**config.mk**
```make
export PLATFORM = sky130hd
export DESIGN_NAME = mem_port_arbiter
export DESIGN_NICKNAME = d
export VERILOG_FILES = /design/src/rtl/mem_arb_pkg.sv /design/src/rtl/mem_arb_starve_cnt.sv /design/src/rtl/mem_port_arbiter.sv
export SDC_FILE = /design/constraint.sdc
export NUM_CORES = 1
export LEC_CHECK = 0
export ABC_AREA = 1
export ABC_CLOCK_PERIOD_IN_PS = 2400
export BUFFER_PORTS_ARGS = -buffer_cell sky130_fd_sc_hd__buf_4
export CAP_MARGIN = 20
export CELL_PAD_IN_SITES_DETAIL_PLACEMENT = 1
export CELL_PAD_IN_SITES_GLOBAL_PLACEMENT = 1
export CORE_MARGIN = 2
export CORE_UTILIZATION = 29
export CTS_BUF_LIST = sky130_fd_sc_hd__clkbuf_16
export DETAILED_ROUTE_END_ITERATION = 12
export GPL_TIMING_DRIVEN = 0
export HOLD_SLACK_MARGIN = 0.05
export PLACE_DENSITY_LB_ADDON = 0.1
export SETUP_SLACK_MARGIN = 0.4
export SYNTH_ARGS = -nofsm -noshare
export SYNTH_HDL_FRONTEND = slang
export SYNTH_SLANG_ARGS = --single-unit
```
**constraint.sdc**
```tcl
create_clock -name sclk -period 2.4 [get_ports sclk]
set_input_delay 0.12 -clock sclk [delete_from_list [all_inputs] [get_ports sclk]]
set_output_delay 0.12 -clock sclk [all_outputs]
set_load 0.005 [all_outputs]
```
**src/rtl/mem_arb_pkg.sv**
```systemverilog
`default_nettype none
// ============================================================================
// Module   : mem_arb_pkg
// Brief    : Shared constants for the fetch/load-store memory port arbiter.
// Revision : 1.0
// ============================================================================
package mem_arb_pkg;

    localparam logic [1:0] SIZE_WORD = 2'b00;
    localparam logic [1:0] SIZE_HALF = 2'b01;
    localparam logic [1:0] SIZE_BYTE = 2'b10;

    localparam logic [1:0] ST_IDLE  = 2'd0;
    localparam logic [1:0] ST_FETCH = 2'd1;
    localparam logic [1:0] ST_DATA  = 2'd2;
    localparam logic [1:0] ST_DERR  = 2'd3;

    localparam int STARVE_MAX_DEF = 3;

endpackage
`default_nettype wire

```
**src/rtl/mem_arb_starve_cnt.sv**
```systemverilog
`default_nettype none
// ============================================================================
// Module   : mem_arb_starve_cnt
// Brief    : Saturating count of consecutive cycles a pending request is denied.
// Revision : 1.0
// ============================================================================
module mem_arb_starve_cnt #(
    parameter int MAX_COUNT = 3
) (
    input  logic clk,
    input  logic rst,
    input  logic pending,
    input  logic granted,
    output logic at_max
);

    localparam int              CNT_W = (MAX_COUNT > 1) ? $clog2(MAX_COUNT + 1) : 1;
    localparam logic [CNT_W-1:0] C_MAX = CNT_W'(MAX_COUNT);

    logic [CNT_W-1:0] r_cnt;

    always_ff @(posedge clk or posedge rst) begin
        if (rst) begin
            r_cnt <= '0;
        end else if (!pending || granted) begin
            r_cnt <= '0;
        end else if (r_cnt != C_MAX) begin
            r_cnt <= r_cnt + 1'b1;
        end
    end

    assign at_max = (r_cnt == C_MAX);

endmodule
`default_nettype wire

```
**src/rtl/mem_port_arbiter.sv**
```systemverilog
`default_nettype none
// ============================================================================
// Module   : mem_port_arbiter
// Brief    : Shares one memory port between instruction fetch and load/store.
// Revision : 1.0
// ============================================================================
module mem_port_arbiter
    import mem_arb_pkg::*;
#(
    parameter int ADDR_W     = 8,
    parameter int DATA_W     = 32,
    parameter int STARVE_MAX = STARVE_MAX_DEF
) (
    input  logic              sclk,
    input  logic              rst,
    input  logic              if_req,
    input  logic [ADDR_W-1:0] if_addr,
    output logic              if_gnt,
    output logic              if_rvalid,
    output logic [DATA_W-1:0] if_rdata,
    input  logic              d_req,
    input  logic              d_we,
    input  logic [1:0]        d_size,
    input  logic              d_signed,
    input  logic [ADDR_W-1:0] d_addr,
    input  logic [DATA_W-1:0] d_wdata,
    output logic              d_gnt,
    output logic              d_rvalid,
    output logic [DATA_W-1:0] d_rdata,
    output logic              d_err,
    output logic              m_inst,
    output logic              m_read,
    output logic              m_write,
    output logic [1:0]        m_size,
    output logic              m_signed,
    output logic [ADDR_W-1:0] m_addr,
    output logic [DATA_W-1:0] m_wdata,
    input  logic [DATA_W-1:0] m_rdata
);

    logic              w_err;
    logic              w_starved;
    logic              w_d_mem;
    logic              w_d_bad;
    logic [1:0]        w_state_nxt;
    logic [1:0]        r_state;
    logic              r_d_rvalid;
    logic              r_d_err;
    logic [DATA_W-1:0] r_if_rdata;
    logic [DATA_W-1:0] r_d_rdata;

    always_comb begin
        w_err = 1'b0;
        case (d_size)
            SIZE_WORD: w_err = |d_addr[1:0];
            SIZE_HALF: w_err = d_addr[0];
            SIZE_BYTE: w_err = 1'b0;
            default:   w_err = 1'b1;
        endcase
    end

    // Rejected data requests never touch memory, so fetch can share their cycle.
    assign w_d_mem = ~rst & d_req & ~w_err & ~(if_req & w_starved);
    assign w_d_bad = ~rst & d_req & w_err;
    assign if_gnt  = ~rst & if_req & ~w_d_mem;
    assign d_gnt   = w_d_mem | w_d_bad;

    mem_arb_starve_cnt #(
        .MAX_COUNT (STARVE_MAX)
    ) u_starve_cnt (
        .clk     (sclk),
        .rst     (rst),
        .pending (if_req),
        .granted (if_gnt),
        .at_max  (w_starved)
    );

    always_comb begin
        m_inst   = 1'b0;
        m_read   = 1'b0;
        m_write  = 1'b0;
        m_size   = 2'b00;
        m_signed = 1'b0;
        m_addr   = '0;
        m_wdata  = '0;
        if (if_gnt) begin
            m_inst = 1'b1;
            m_addr = if_addr;
        end else if (w_d_mem) begin
            m_read   = ~d_we;
            m_write  = d_we;
            m_size   = d_size;
            m_signed = d_signed;
            m_addr   = d_addr;
            m_wdata  = d_wdata;
        end
    end

    always_comb begin
        w_state_nxt = ST_IDLE;
        if (if_gnt)       w_state_nxt = ST_FETCH;
        else if (w_d_mem) w_state_nxt = ST_DATA;
        else if (w_d_bad) w_state_nxt = ST_DERR;
    end

    always_ff @(posedge sclk or posedge rst) begin
        if (rst) begin
            r_state    <= ST_IDLE;
            r_d_rvalid <= 1'b0;
            r_d_err    <= 1'b0;
            r_if_rdata <= '0;
            r_d_rdata  <= '0;
        end else begin
            r_state    <= w_state_nxt;
            r_d_rvalid <= d_gnt;
            r_d_err    <= w_d_bad;
            if (if_gnt) begin
                r_if_rdata <= m_rdata;
            end
            if (d_gnt) begin
                r_d_rdata <= (w_d_mem && !d_we) ? m_rdata : '0;
            end
        end
    end

    assign if_rvalid = (r_state == ST_FETCH);
    assign if_rdata  = r_if_rdata;
    assign d_rvalid  = r_d_rvalid;
    assign d_err     = r_d_err;
    assign d_rdata   = r_d_rdata;

endmodule
`default_nettype wire

```
==> flow_summary.ini, run 1 <==
[placed_design]
placed_cell_area_sq_um = 4930
gp_congestion = 0.758
dp_cells = 756
hpwl_um = 8840
io_buffers = 202

[synth]
seq_area_frac_synth_pct = 54.5
synth_top_area_share_pct = 54.5
synth.avg_cell_area_sq_um = 7.79
synthMuxAreaShare_pct = 0
synth_cells = 413
syn_nets = 502
synth_top_family_by_area = simple AND/OR/NAND/NOR gates
synth_compound_area_share_pct = 0.156
synthDistinctLibCells = 16
synthSimpleGateAreaFrac_pct = 34.8
yosys.area.top_type = dfrtp_1
synth-seq-cells = 70
synth_fa_ha_area_share_pct = 0.389
synth_xor_area_share_pct = 0
yosys_warnings = 0
syn_area_sq_um = 3220
synth_area_leaders = dfrtp_1 (54%), nand2_1 (23%), nand3_1 (5.3%), inv_1 (4.8%), nor2_1 (4.8%)

[sta]
maxSlewHeadroom_pct = 74.1
period_share_pct = 81.0
holdWs_ns = 0.0677
period_needed_ns = 1.94
worst_pin_slew_ns = 0.387
hold_viol_final = 0
tns_ns = 0
rsz0062_at_grt = yes
slew_viol_final = 0
clock.fmax_mhz = 515
skew_ns = 0.00790
setup_viol = 0

[worst_setup_path]
crit_type = register to output pin
path_cells = ha_2 -> nand2_2 -> inv_2 -> nor2_4 -> nand2_8 -> nand2_8 -> inv_8 -> clkbuf_16 -> nand2_1 -> nand2_1 -> buf_4
arrival_ns = 1.82
crit_fanout = 6
r2r-end = d_rdata[31]
reg2regPathDepth = 10
r2r_start = u_starve_cnt.r_cnt[0]
required_ns = 2.28
r2r_slack_ns = 0.71
startpoint_type = register
crit_slowest_cell = dfrtp_1
max_stage_delay_ns = 0.40
path_delay_family = simple AND/OR/NAND/NOR gates
endpoint_kind = output pin
cp_num_buf_inv = 4

[final_layout]
nFillCells = 1337
antenna_cells = 0
fin_area_sq_um = 5780
nNetsFinal = 764
instances_no_fill = 820
layout_commonest_cell = buf_4
final_util_pct = 53.3
drive_above_1_share_pct = 39.6
syn_to_final_growth_pct = 79.6
layout_common_cells = buf_4 (216), nand2_1 (192), dfrtp_1 (70)

[detailed_routing]
drt-initial-drc-count = 104
drc = 0
vias = 3613
routedWlPerCell_um = 15.2
avgViaCountPerCell = 4.41
wl_um = 12400
dr.pass1.iters = 4
drtAntennaViolNets = 0

[global_routing]
grt_pass1_wl_um = 18700
grt_usage_pct = 20.4
grt_overflow = 0
grt_pass1_vias = 3719
grt_max_degree = 41
antenna_found_initial = 0

[floorplanning]
dieWidth_um = 109
initial_core_util_pct = 29.7
die_h_um = 109
core_area_sq_um = 10800
die-area_sq_um = 11900
row_count = 38
pin_count = 203

[run_status]
run_status = finished, final reports clean

[clocking]
clkSlewWorstSetupHoldPaths_ns = 0.05
clkLatencyLatePin_ns = 0.33
cts_max_path_buffers = 2
cts-buffers-inserted = 9
cts_tree = built
cts_htree_levels = 3
clkSinkCount = 70
cts_root_buffer = clkbuf_16

[hold_path]
whs_endpoint = d_rdata[31]
holdCritPathClass = input port to register
hp-start = d_we
holdPathStages = 4

[run]
maxCapViolCount = 0

[pwr]
vdd_drop_max_uv = 391
p_leak_nw = 3.41
power_density_nw_per_um2 = 596
## state kept, by name (all words and copies together), names as in the netlist
name	cells
d_rdata	32
if_rdata	32
r_state	2
u_starve_cnt.r_cnt	2
d_err	1
d_rvalid	1
## per-stage QoR
step / total power [mW] / worst slack (ns)
floorplan: 1.63 / 0.516
global placement: 2.06 / -0.362
detailed placement: 2.08 / 0.337
CTS: 3.45 / 0.393
global route: 3.61 / 0.368
finish: 3.44 / 0.457
## cell type report
cell class	instances	area (sq um)	area share (%)
timing repair buffer	250	2030	35.1
tap	140	175	3.03
inverter	44	179	3.10
clock inverter	7	65.1	1.13
buffer	21	173	2.99
clock buffer	9	225	3.90
sequential	70	1750	30.3
multi-input combinational	279	1180	20.4
## where the power goes
part	switching [mW]	internal (mW)
Clock	0.503	0.796
Sequential	0.0765	1.31
Combinational	0.326	0.429
Total	0.905	2.54
## routing by layer
| layer | share of wire (%) | vias up | track usage [%] |
|---|---|---|---|
| li1 | - | 1750 | - |
| met1 | 38 | 1716 | 21.5 |
| met2 | 52 | 132 | 38.3 |
| met3 | 8.3 | 15 | 6.40 |
| met4 | 1.5 | 0 | 6.51 |
| met5 | 0 | - | 0 |
## cell families (layout without fill, tap and decap cells)
kind of cell    Yosys count  in the layout
compound gates            1              1
buf+inv                  65            331
flops                    70             70
simple gates            276            277
fa+ha+maj                 1              1
## worst reg2reg max path: stages, from the launching register on
cell and delay (ns):
dfrtp_1 0.40, ha_2 0.18, nand2_2 0.06, inv_2 0.04
nor2_4 0.16, buf_4 0.15, nand2_4 0.06, buf_4 0.16
buf_2 0.18, nand3_1 0.11, nand2_1 0.07
## Yosys cell counts
library cell and n:
inv_2 2, nor2_1 41, dfrtp_1 70, buf_2 10, inv_4 1, o21ai_0 1
nand3_1 34, ha_1 1, nor2_4 2, nand2_1 195, buf_6 7, nand2_4 2
nand4_2 1, inv_1 41, nand2_2 1, buf_4 4
## repair_timing
| action | in CTS | in global routing |
|---|---|---|
| setup endpoints to repair | 9 | 19 |
| resized for setup | 2 | 14 |
| buffers inserted | 1 | 8 |
| cloned | 0 | 2 |
| hold buffers | 35 | 2 |
| hold endpoints to repair | 97 | 37 |
| pin swaps | 0 | 5 |
## worst max-delay path by stage
stage               depth (start not counted)             startpoint         to
floorplan                                   8                    rst     m_inst
finish                                     11  u_starve_cnt.r_cnt[0]  m_addr[5]
detailed placement                         11                    rst     m_inst
CTS                                         8  u_starve_cnt.r_cnt[0]     m_read
global placement                            6                    rst      d_gnt
global route                                9  u_starve_cnt.r_cnt[0]  m_size[0]
Note: power is estimated with default switching activity, not from simulation.
==> run 2: changes to the inputs <==
- ABC_AREA: 1 -> 0
- ABC_CLOCK_PERIOD_IN_PS: 2400 -> 1800
- CORE_UTILIZATION: 29 -> 31
- clock period: 2.4 -> 1.8 ns (I/O delays scaled with it)
==> flow_summary.ini, run 2 <==
[worst_setup_path]
endpoint_kind = output pin
startpoint_type = register
crit_slowest_cell = dfrtp_1
crit_type = register to output pin
crit_fanout = 8
required_ns = 1.71
startpoint = u_starve_cnt.r_cnt[1]
r2r_slack_ns = 0.08
path_cells = ha_4 -> a21o_1 -> buf_6 -> nor2_4 -> o21ai_1 -> buf_4
max_stage_delay_ns = 0.41
crit_end = m_addr[0]
reg2regPathDepth = 9
r2r-end = d_rdata[6]
arrival_ns = 1.72
r2r_start = u_starve_cnt.r_cnt[1]

[clocking]
clkSinkCount = 70
cts_htree_levels = 3
clkSlewWorstSetupHoldPaths_ns = 0.05
cts_max_path_buffers = 2
cts_hold_buffers = 34
clkLatencyLatePin_ns = 0.34
cts_tree = built
cts_root_buffer = clkbuf_16
cts-buffers-inserted = 9

[sta]
slew_viol_final = 0
holdWs_ns = -0.0905
hold_viol_final = 30
period_needed_ns = 1.81
maxSlewHeadroom_pct = 50.9
skew_ns = 0.00471
rsz0062_at_grt = yes
clock.fmax_mhz = 553
period_share_pct = 100
setup_viol = 4
worst_pin_slew_ns = 0.735
timing.final.ws_setup_ns = -0.00844
tns_ns = -0.0307

[floorplanning]
die-area_sq_um = 11300
dieWidth_um = 106
row_count = 37
core_area_sq_um = 10300
die_h_um = 106
initial_core_util_pct = 31.6
pin_count = 203

[final_layout]
drive_above_1_share_pct = 66.0
syn_to_final_growth_pct = 111
fin_area_sq_um = 6850
layout_commonest_cell = buf_4
seqCellArea_sq_um = 1750
final_util_pct = 66.7
instances_no_fill = 736
nNetsFinal = 685
layout_common_cells = buf_4 (195), dfrtp_1 (70), nand2_1 (40)
nFillCells = 1075
antenna_cells = 0
multi_input_area_sq_um = 1970

[synth]
yosys_warnings = 0
synth_top_area_share_pct = 53.9
synth-seq-cells = 70
syn_area_sq_um = 3250
synth.avg_cell_area_sq_um = 10.3
syn_nets = 406
synthFlopType = dfrtp_1
seq_area_frac_synth_pct = 53.9
async_flop_share_pct = 100
synthDistinctLibCells = 26
synthMostInstantiatedCell = nand2_1
synth_edf_count = 0
yosys.area.top_type = dfrtp_1
synth_area_leaders = dfrtp_1 (54%), nand2_1 (8.5%), mux2_2 (8.0%), and3_1 (6.7%), o22ai_1 (6.2%)
synthTopCellsByCount = nand2_1 (74), dfrtp_1 (70), and3_1 (35)
synth_cells = 317

[global_routing]
grt_max_degree = 41
grt_pass1_vias = 3935
grt_pass1_wl_um = 20700
grt_usage_pct = 23.7
grt_overflow = 0
antenna_found_initial = 0

[detailed_routing]
avgViaCountPerCell = 4.90
drtAntennaViolNets = 0
wl_um = 14400
drc = 0
vias = 3608
routedWlPerCell_um = 19.5
dr.pass1.iters = 6
drt-initial-drc-count = 89

[run]
maxCapViolCount = 0

[pwr]
p_leak_nw = 3.44
p_total_mw = 4.98
power_density_nw_per_um2 = 727
vdd_drop_max_uv = 467

[run_status]
violations = negative hold slack, negative setup slack
run_status = finished, violations left

[placed_design]
hpwl_um = 8870
pre_cts_slack_ns = -0.110
placed_cell_area_sq_um = 5030
gp_congestion = 0.727
io_buffers = 202
dp_cells = 656

[hold_path]
holdCritPathClass = input port to async pin
==> run 2: changes by cell type after synthesis, sizes merged, moves of 32 or more <==
cell,before,now
o22ai,0,32
mux2,0,32
and3,0,35
inv,44,3
nand2,198,74
nor2,43,5
==> run 2: worst min path at each step <==
| stage | cells after the start | startpoint | endpoint | slack (ns) |
|---|---|---|---|---|
| 3_5_place_dp | 2 | rst | if_rdata[30] | 0.29 |
| 5_1_grt | 2 | rst | d_rdata[7] | -0.04 |
| 6_report | 2 | rst | if_rdata[26] | -0.09 |
| 4_1_cts | 2 | rst | if_rdata[30] | -0.06 |
| 2_1_floorplan | 2 | if_req | u_starve_cnt.r_cnt[1] | 0.20 |
| 3_3_place_gp | 2 | m_rdata[31] | if_rdata[31] | 0.33 |
==> run 2: layout make-up <==
type                       instances  area share, %
inverter                           3          0.292
buffer                            26           4.00
clock buffer                       9           3.29
timing repair buffer             268           34.9
clock inverter                     6          0.785
multi-input combinational        218           28.7
sequential                        70           25.6
tap                              136           2.48
==> run 2: kinds of logic (layout without fill, tap and decap cells) <==
group	count (synthesis)	count (layout)	synth area share, %
AO/OA/AOI/OAI	52	52	10.2
multiplexers	32	32	12.1
AND/OR/NAND/NOR	133	133	19.1
flip-flops	70	70	53.9
buffers and inverters	29	312	4.35
adder cells (fa/ha/maj)	1	1	0.385
==> run 2: power breakdown <==
part | internal, mW | switching, mW
Sequential | 1.75 | 0.111
Combinational | 0.842 | 0.555
Clock | 1.05 | 0.672
==> run 2: critical path, delay by kind of cell, from the launching register on <==
| family | cells | cell delay [ns] |
|---|---|---|
| AO/OA/AOI/OAI | 2 | 0.27 |
| adder cells (fa/ha/maj) | 1 | 0.20 |
| buffers and inverters | 2 | 0.27 |
| flip-flops | 1 | 0.41 |
| AND/OR/NAND/NOR | 1 | 0.23 |
==> run 2: what timing repair did <==
item	CTS	global route
endpoints found under the setup margin	114	113
buffers inserted	15	8
gates resized for setup	127	95
pin swaps	47	19
gates cloned	4	4
endpoints found under the hold margin	95	30
==> run 2: metal layers <==
| metal | wire length, um | share of wire (%) | vias up | GRT usage [%] |
|---|---|---|---|---|
| met3 | 1010 | 7.1 | 18 | 6.62 |
| met1 | 5400 | 38 | 1790 | 26.2 |
| met5 | 0 | 0 | - | 0 |
| li1 | - | - | 1662 | - |
| met2 | 7710 | 54 | 138 | 43.5 |
| met4 | 238 | 1.7 | 0 | 7.98 |
